<file path="config.mk">
export PLATFORM = sky130hd
export DESIGN_NAME = piece_queue_flat
export DESIGN_NICKNAME = d
export VERILOG_FILES = /design/src/rtl/piece_queue_pkg.sv /design/src/rtl/piece_queue_if.sv /design/src/rtl/piece_queue_shift.sv /design/src/rtl/piece_queue.sv /design/src/flat_wrapper.sv
export SDC_FILE = /design/constraint.sdc
export NUM_CORES = 1
export LEC_CHECK = 0
export CORE_MARGIN = 4
export CORE_UTILIZATION = 45
export CTS_CLUSTER_SIZE = 14
export DETAILED_ROUTE_END_ITERATION = 10
export PLACE_DENSITY = 0.75
export RECOVER_POWER = 100
export SETUP_SLACK_MARGIN = 0.02
export SKIP_LAST_GASP = 1
export SYNTH_ARGS = -nofsm -noshare
export SYNTH_HDL_FRONTEND = slang
export SYNTH_SLANG_ARGS = --single-unit
</file>
<file path="constraint.sdc">
create_clock -name clk -period 2.39 [get_ports clk]
set_clock_uncertainty 0.1 [all_clocks]
set_input_delay 0.5975 -clock clk [delete_from_list [all_inputs] [get_ports clk]]
set_output_delay 0.5975 -clock clk [all_outputs]
set_load 0.02 [all_outputs]
</file>
<file path="src/rtl/piece_queue_pkg.sv">
// Shared definitions for the piece preview queue: piece codes, FSM state
// encoding and a sizing helper used by the queue and its storage.
package piece_queue_pkg;

   typedef enum logic [2:0] {
      PIECE_NONE = 3'd0,
      I_BLOCK    = 3'd1,
      O_BLOCK    = 3'd2,
      T_BLOCK    = 3'd3,
      S_BLOCK    = 3'd4,
      Z_BLOCK    = 3'd5,
      J_BLOCK    = 3'd6,
      L_BLOCK    = 3'd7
   } piece_e;

   typedef enum logic [1:0] {
      ST_FETCH_REQ  = 2'd0,
      ST_FETCH_WAIT = 2'd1,
      ST_FETCH_CAP  = 2'd2,
      ST_READY      = 2'd3
   } state_e;

   // Width of an occupancy counter that must reach DEPTH itself.
   function automatic int count_width(input int depth);
      return $clog2(depth + 1);
   endfunction

endpackage

</file>
<file path="src/rtl/piece_queue_if.sv">
// Game-FSM side of the piece queue: spawn/hold handshake, hold slot and preview.
interface piece_queue_if #(
   parameter int DEPTH   = 3,
   parameter int PIECE_W = 3
);
   logic                       spawn_req;
   logic                       hold_req;
   logic [PIECE_W-1:0]         active_piece;
   logic                       ready;
   logic                       spawn_ack;
   logic [PIECE_W-1:0]         spawn_piece;
   logic [PIECE_W-1:0]         hold_piece;
   logic                       hold_used;
   logic [DEPTH*PIECE_W-1:0]   preview;

   modport master (
      output spawn_req, hold_req, active_piece,
      input  ready, spawn_ack, spawn_piece, hold_piece, hold_used, preview
   );

   modport slave (
      input  spawn_req, hold_req, active_piece,
      output ready, spawn_ack, spawn_piece, hold_piece, hold_used, preview
   );
endinterface

</file>
<file path="src/rtl/piece_queue_shift.sv">
// DEPTH-slot preview storage: push lands at the current count, pop removes
// the head and shifts everything one slot toward it.
module piece_shift_queue
   import piece_queue_pkg::*;
#(
   parameter  int DEPTH   = 3,
   parameter  int PIECE_W = 3,
   localparam int CNT_W   = count_width(DEPTH)
) (
   input  logic                     clk,
   input  logic                     rst,
   input  logic                     push,
   input  logic [PIECE_W-1:0]       push_data,
   input  logic                     pop,
   output logic [DEPTH*PIECE_W-1:0] slots,
   output logic [CNT_W-1:0]         count
);

   logic [PIECE_W-1:0] slot_r [DEPTH];
   logic [CNT_W-1:0]   count_r;

   // Slot storage and occupancy; pop has priority over push.
   always_ff @(posedge clk) begin
      if (rst) begin
         for (int i = 0; i < DEPTH; i++) begin
            slot_r[i] <= {PIECE_W{1'b0}};
         end
         count_r <= {CNT_W{1'b0}};
      end else if (pop) begin
         for (int i = 0; i < DEPTH - 1; i++) begin
            slot_r[i] <= slot_r[i+1];
         end
         slot_r[DEPTH-1] <= {PIECE_W{1'b0}};
         if (count_r != {CNT_W{1'b0}}) begin
            count_r <= count_r - CNT_W'(1);
         end
      end else if (push && (count_r < CNT_W'(DEPTH))) begin
         for (int i = 0; i < DEPTH; i++) begin
            if (count_r == CNT_W'(i)) begin
               slot_r[i] <= push_data;
            end
         end
         count_r <= count_r + CNT_W'(1);
      end
   end

   // Flatten the slots, head in the low bits.
   always_comb begin
      slots = {(DEPTH*PIECE_W){1'b0}};
      for (int i = 0; i < DEPTH; i++) begin
         slots[i*PIECE_W +: PIECE_W] = slot_r[i];
      end
   end

   assign count = count_r;

endmodule

</file>
<file path="src/rtl/piece_queue.sv">
// Preview queue between the tetromino randomizer and the game FSM: refills one
// piece per 3-cycle fetch, serves spawns and implements the once-per-piece hold.
module piece_queue
   import piece_queue_pkg::*;
#(
   parameter int DEPTH   = 3,
   parameter int PIECE_W = 3
) (
   input  logic               clk,
   input  logic               rst,
   input  logic [PIECE_W-1:0] rand_piece,
   output logic               rand_req,
   piece_queue_if.slave       game
);

   localparam int                 CNT_W      = count_width(DEPTH);
   localparam logic [PIECE_W-1:0] EMPTY_CODE = {PIECE_W{1'b0}};

   state_e                   state_r;
   logic                     rand_req_r;
   logic                     ready_r;
   logic                     spawn_ack_r;
   logic                     hold_used_r;
   logic [PIECE_W-1:0]       spawn_piece_r;
   logic [PIECE_W-1:0]       hold_piece_r;

   logic [DEPTH*PIECE_W-1:0] slots_s;
   logic [CNT_W-1:0]         count_s;
   logic [PIECE_W-1:0]       head_s;
   logic                     accept_s;
   logic                     spawn_go_s;
   logic                     hold_go_s;
   logic                     hold_empty_s;
   logic                     pop_s;
   logic                     push_s;

   assign head_s = slots_s[PIECE_W-1:0];

   // Request acceptance needs ready visible and no ack in flight, so acks never
   // come back to back.
   always_comb begin
      accept_s     = (state_r == ST_READY) && ready_r && !spawn_ack_r;
      spawn_go_s   = accept_s && game.spawn_req;
      hold_go_s    = accept_s && !game.spawn_req && game.hold_req && !hold_used_r;
      hold_empty_s = (hold_piece_r == EMPTY_CODE);
      pop_s        = spawn_go_s || (hold_go_s && hold_empty_s);
      push_s       = (state_r == ST_FETCH_CAP) && (rand_piece != EMPTY_CODE);
   end

   piece_shift_queue #(
      .DEPTH   (DEPTH),
      .PIECE_W (PIECE_W)
   ) u_shift (
      .clk       (clk),
      .rst       (rst),
      .push      (push_s),
      .push_data (rand_piece),
      .pop       (pop_s),
      .slots     (slots_s),
      .count     (count_s)
   );

   // Fetch/serve FSM with registered strobe, handshake and hold-slot outputs.
   always_ff @(posedge clk) begin
      if (rst) begin
         state_r       <= ST_FETCH_REQ;
         rand_req_r    <= 1'b0;
         ready_r       <= 1'b0;
         spawn_ack_r   <= 1'b0;
         hold_used_r   <= 1'b0;
         spawn_piece_r <= EMPTY_CODE;
         hold_piece_r  <= EMPTY_CODE;
      end else begin
         rand_req_r  <= 1'b0;
         spawn_ack_r <= 1'b0;
         ready_r     <= (state_r == ST_READY);
         case (state_r)
            ST_FETCH_REQ: begin
               rand_req_r <= 1'b1;
               state_r    <= ST_FETCH_WAIT;
            end
            ST_FETCH_WAIT: begin
               state_r <= ST_FETCH_CAP;
            end
            ST_FETCH_CAP: begin
               // A zero from the randomizer is dropped and simply re-fetched.
               if (push_s && (count_s == CNT_W'(DEPTH - 1))) begin
                  state_r <= ST_READY;
               end else begin
                  state_r <= ST_FETCH_REQ;
               end
            end
            ST_READY: begin
               if (spawn_go_s) begin
                  spawn_piece_r <= head_s;
                  spawn_ack_r   <= 1'b1;
                  hold_used_r   <= 1'b0;
                  state_r       <= ST_FETCH_REQ;
               end else if (hold_go_s) begin
                  spawn_ack_r  <= 1'b1;
                  hold_used_r  <= 1'b1;
                  hold_piece_r <= game.active_piece;
                  if (hold_empty_s) begin
                     spawn_piece_r <= head_s;
                     state_r       <= ST_FETCH_REQ;
                  end else begin
                     spawn_piece_r <= hold_piece_r;
                  end
               end
            end
            default: begin
               state_r <= ST_FETCH_REQ;
            end
         endcase
      end
   end

   assign rand_req         = rand_req_r;
   assign game.ready       = ready_r;
   assign game.spawn_ack   = spawn_ack_r;
   assign game.spawn_piece = spawn_piece_r;
   assign game.hold_piece  = hold_piece_r;
   assign game.hold_used   = hold_used_r;
   assign game.preview     = slots_s;

endmodule

</file>
<file path="src/flat_wrapper.sv">
// flat-port wrapper written by rule: the top's interface ports become plain ports
module piece_queue_flat import piece_queue_pkg::*;
#(
   parameter int DEPTH   = 3,
   parameter int PIECE_W = 3
)
  (clk, rst, rand_piece, rand_req, game_spawn_req, game_hold_req, game_active_piece, game_ready, game_spawn_ack, game_spawn_piece, game_hold_piece, game_hold_used, game_preview);
  piece_queue_if #(.DEPTH(DEPTH), .PIECE_W(PIECE_W)) game_i ();
  input  logic clk;
  input  logic rst;
  input  logic [PIECE_W-1:0] rand_piece;
  output logic rand_req;
  input wire logic [$bits(game_i.spawn_req)-1:0] game_spawn_req;
  input wire logic [$bits(game_i.hold_req)-1:0] game_hold_req;
  input wire logic [$bits(game_i.active_piece)-1:0] game_active_piece;
  output wire logic [$bits(game_i.ready)-1:0] game_ready;
  output wire logic [$bits(game_i.spawn_ack)-1:0] game_spawn_ack;
  output wire logic [$bits(game_i.spawn_piece)-1:0] game_spawn_piece;
  output wire logic [$bits(game_i.hold_piece)-1:0] game_hold_piece;
  output wire logic [$bits(game_i.hold_used)-1:0] game_hold_used;
  output wire logic [$bits(game_i.preview)-1:0] game_preview;
  assign game_i.spawn_req = game_spawn_req;
  assign game_i.hold_req = game_hold_req;
  assign game_i.active_piece = game_active_piece;
  assign game_ready = game_i.ready;
  assign game_spawn_ack = game_i.spawn_ack;
  assign game_spawn_piece = game_i.spawn_piece;
  assign game_hold_piece = game_i.hold_piece;
  assign game_hold_used = game_i.hold_used;
  assign game_preview = game_i.preview;
  piece_queue #(.DEPTH(DEPTH), .PIECE_W(PIECE_W)) u_core (.clk(clk), .rst(rst), .rand_piece(rand_piece), .rand_req(rand_req), .game(game_i));
endmodule
</file>
* Yosys cells after proc, flatten, opt, wreduce, memory -nomap -nowiden
Memories as Yosys holds them, arrays and structs flattened.
Index checks and enable logic that the tools add are counted.
** Storage, ports and cells
- Register bits :: 14
- RAM bits :: 9
- Output and inout port bits :: 19
- Word-level logic and storage cells :: 96
- Memories kept :: 1
** Operators by class
- Add/subtract/negate cells :: 2
- Order comparisons :: 1
- Eq/ne operators :: 8
- Muxes and demuxes :: 42
- Bitwise logic cells :: 8
- Reductions and logical operators :: 26
** Memory list
- u_core.u_shift.slot_r :: depth 3, bits a word 3, read ports 3, clocked after memory_dff 0, wr ports 3, line piece_queue_shift.sv:19 : logic [PIECE_W-1:0] slot_r [DEPTH];
** Operator list (number)
- 2-to-1 mux 3 bit :: 9
- 2-to-1 mux 1 bit :: 25
- 2-to-1 mux 2 bit :: 7
- logical AND 1 bit :: 10
- case mux 2 bit (4 select lines) :: 1
- == test 2 bit, second input constant :: 3
- != test 3 x 1 -> 1 bit, second input constant :: 2
- OR 1 bit :: 6
- AND reduction 2 bit :: 3
- nonzero test 2 bit :: 3
- == test 2 x 1 -> 1 bit, second input constant :: 2
- logical NOT 2 bit :: 2
- logical NOT 1 bit :: 3
- logical NOT 3 bit :: 1
- AND reduction 3 bit :: 1
- nonzero test 3 bit :: 1
- adder 2 x 1 -> 2 bit, second input constant :: 1
- < comparator 2 bit, second input constant :: 1
- != test 2 bit, second input constant :: 1
- inverter 1 bit :: 2
- OR reduction 2 bit :: 1
- subtractor 2 x 1 -> 2 bit, second input constant :: 1
- logical OR 1 bit :: 1

* Depth between registers and ports, before layout
- Depth after elaboration :: 13
- Depth in mapped cells :: 6
- Gate-level depth less buffers :: 6

* Hierarchy
From an unflattened synthesis, not the netlist that was laid out.
** Second synthesis, totals
- Cell total of the unflattened synthesis :: 111
- Area total of the unflattened synthesis :: 1197.4 um^2
** By module, submodules not included
- piece_queue :: instances 1, cells each 66, area an instance 633.1 um^2
- piece_shift_queue :: instances 1, cells each 45, area an instance 564.3 um^2

* Worst setup path after synthesis
No wires, ideal clock.
- Kind :: input-to-reg
- From :: input game_hold_req
- To :: memory u_core.u_shift.slot_r[2][0] (netlist: u_core.u_shift.slot_r[0][6]) (enable)
- Library setup time :: 285 ps
- Arrival time :: 1313 ps
- Setup slack :: 692 ps
- Stages :: 4
- Cells stage by stage :: nor2b_1 a21o_1 a21oi_1 o21ai_0
** RTL lines
- from (decl) :: line flat_wrapper.sv:14 : input wire logic [$bits(game_i.hold_req)-1:0] game_hold_req;
- to (decl) :: line piece_queue_shift.sv:19

==> results.md <==
* PwrDens at 498 nW/um^2
* CTS resizes at 0
* CP arrival at 1390 ps
* Nets at 150
* CP Class: reg2out
* Die W at 57.9 um
* Adder-cell share of the synthesized area at 0.0447
* Post-route setup TNS at 0 ps
* IO Pins at 29
* Congestion Overflow GR at 0
* Worst-margin pin slew at 652 ps
* Die area at 3350 sq um
* Clk slew on worst S/H paths at 120 ps
* Setup crit start kind: flip-flop
* Yosys warnings at 0
* Placed Cells at 159
* TritonCTS buffer count at 3
* Syn-to-layout area delta at 25.9%
* Mux contribution to synthesized area at 0.0492
* Crit path max-delay cell type: dlygate4sd3_1
* Dpl hpwl at 1.97 mm
* Syn_area_per_cell at 10.9 sq um
* Final Setup Violations at 0
* CP Data Required Time at 1690 ps
* Simple-gate share of the synthesized area at 0.211
* Compound-Gate Fraction of Synth Area at 0.168
* Detailed-route vias per instance at 5.49
* Maxcap violations at 0
* Max-slew violation count at 0
* Max Clock Freq at 479 MHz
* Htree depth at 1
* Unrepaired setup endpoints after global routing: false
* Post-synthesis sequential area ratio at 0.492
* Hold Crit Start: u_core.game.spawn_piece[0]
* Antenna violations before repair at 0
* Longest Clk Path Bufs at 2
* DRC violations left at 0
* Clock Sinks at 23
* Family with the most delay on the worst path: buffers and inverters
* Via Count at 895
* Largest net degree at the start of global routing at 13
* Post-CTS Setup Inserts at 0
* Reg-to-Reg Start: u_core.u_shift.count[0]
* Global-route wire length before repair at 4.12 mm
* Clock root buffer: clkbuf_4
* Syn Std Cell Area at 1120 sq um
* TritonCTS clock tree: done
* Hold depth at 2
* Layout Cell Area excl Fill at 1410 sq um
* Static Leakage at 0.000593 uW
* Outcome: complete, no violations
* Synthesized flop and latch total at 23
* FP Rows at 17
* Synth Net Count at 117
* Mapped Cells at 103
* # diodes at 0
* Post-route ant nets at 0
* Gr usage total at 0.157
* Fraction of layout cells with a size suffix above 1 at 0.0667
* Routed WL at 2.49 mm
* Hold Buf Count CTS at 0
* Element type at the critical path end: primary output
* Crit path buffers/inverters at 1
* Library cells used by synthesis at 36
* DR pass1 iterations at 4
* Critical path peak fanout at 2
* Die Span Y at 57.9 um
* Vias in the first global route at 901
* Main combinational cell family by area after synthesis: simple AND/OR/NAND/NOR gates
* Max stage delay on crit path at 670 ps
* Number of DRC markers in iteration 0 at 19
* Core Region at 2300 sq um
* Min cycle time layout at 2090 ps
* Cells along the critical path: dlygate4sd3_1
* Wire per inst at 15.3 um
* R2R Setup Slk at 380 ps
* Relative slew margins at 0.562
* Period utilization at 0.874
* Worst-Skew Late Latency at 290 ps
* Starting density of the core at 0.487
* Post-synthesis xor/xnor area fraction at 0
* HP Class: reg2reg
* Hold EP: u_core.game.spawn_piece[0]
* Peak supply drop at 0.000247 V
* Non-filler instance count after layout at 163
* Worst r2r dst: u_core.u_shift.slot_r[0][1]
* Placed cell area at 1430 sq um
* Worst Reg2Reg Path Length in Cells at 5
* Final GP Congestion at 0.866
* Final hold viol count at 0
* IO buf count at 28
-- report_power, final --
part	switching (uW)	internal, uW
clock network	107	64.9
registers	11.1	422
logic	52.0	44.3
-- registers in the layout, indices dropped and copies added, names as in the netlist --
signal                   count
u_core.u_shift.slot_r        9
u_core.game.hold_piece       3
u_core.game.spawn_piece      3
u_core.state_r               2
u_core.u_shift.count         2
u_core.game.hold_used        1
u_core.game.ready            1
u_core.game.spawn_ack        1
u_core.rand_req              1
-- how the worst max path moves through the flow --
| stage | slack (ps) | startpoint | end | cells after the start |
|---|---|---|---|---|
| 2_1_floorplan | 690 | game_hold_req | u_core.u_shift.slot_r[0][6] | 4 |
| 3_3_place_gp | 160 | rand_piece[1] | u_core.u_shift.slot_r[0][8] | 4 |
| 3_5_place_dp | 100 | rand_piece[2] | u_core.u_shift.slot_r[0][8] | 4 |
| 4_1_cts | 360 | u_core.game.hold_piece[1] | game_hold_piece[1] | 1 |
| 5_1_grt | 170 | game_hold_req | u_core.game.hold_piece[2] | 5 |
| 6_report | 300 | u_core.u_shift.slot_r[0][1] | game_preview[1] | 1 |
-- layout by cell type, fill, tap and decap left out, types with 2 or more instances in the layout --
master / count
dlygate4sd3_1: 21
and2_0: 2
ha_1: 4
nor3_1: 3
edfxtp_1: 9
nand2_1: 5
o21ai_0: 6
nor3_2: 2
clkbuf_1: 3
a21o_1: 8
inv_1: 3
dfxtp_1: 14
mux2i_1: 4
a21oi_1: 7
clkdlybuf4s50_1: 7
nor2_1: 12
a31oi_1: 2
clkbuf_4: 3
a311oi_1: 2
-- synth_stat cells --
library cell,count,share of area
a211oi_1,1,0.0067
nor2b_1,1,0.0056
buf_12,1,0.018
a311oi_1,2,0.016
nand2b_1,1,0.0056
clkbuf_1,1,0.0033
and2_4,3,0.023
nand3_1,1,0.0045
ha_1,4,0.045
nor3_4,1,0.015
nor4_4,1,0.019
nand2_1,5,0.017
dfxtp_1,14,0.25
o21ai_0,6,0.027
a21oi_1,6,0.027
o311ai_1,1,0.0078
mux2_4,1,0.013
a21oi_2,1,0.0078
edfxtp_1,9,0.24
a21o_1,8,0.054
o21ai_1,1,0.0045
mux2i_1,4,0.036
a31oi_1,2,0.011
nand3b_1,1,0.0067
or3b_4,1,0.010
and4b_1,1,0.0089
nor3_2,2,0.018
buf_2,1,0.0045
nand4b_1,1,0.0078
or2_1,1,0.0056
a22oi_1,1,0.0067
nor2_1,12,0.040
inv_1,3,0.010
nor2_2,1,0.0056
nor3_1,2,0.0089
nand4bb_1,1,0.010
-- cell families after synthesis --
logic type               count (synthesis)
multiplexers                             5
buffers and inverters                    6
adder cells (fa/ha/maj)                  4
AND/OR/NAND/NOR                         36
AO/OA/AOI/OAI                           29
flip-flops                              23
-- layout make-up --
cell class	count	area, sq um
Fill cell	212	887
Multi-Input combinational cell	74	492
Sequential cell	23	551
Tap cell	28	35.0
Clock buffer	4	26.3
Inverter	3	11.3
Timing Repair Buffer	31	295
-- stage by stage --
| step | power [uW] | hold slack (ps) | utilization | setup WS (ps) |
|---|---|---|---|---|
| floorplan | 500 | 371 | - | 692 |
| global placement | 546 | 388 | 0.622 | 159 |
| detailed placement | 550 | 400 | 0.622 | 98.3 |
| CTS | 720 | 416 | 0.633 | 362 |
| global route | 742 | 440 | 0.614 | 174 |
| finish | 702 | 406 | 0.614 | 302 |
-- worst min-delay path: cells and delay by family (launching register included) --
family	cells	cell delay [ps]
flip-flops	1	330
AND/OR/NAND/NOR	1	90
AO/OA/AOI/OAI	1	50
-- per-layer routing --
metal | global-route usage | share of wire
met2 | 0.261 | 0.48
met4 | 0.0464 | 0.010
met3 | 0.0334 | 0.054
met1 | 0.203 | 0.46
met5 | 0 | 0
Power figures use the tool's default switching activity.
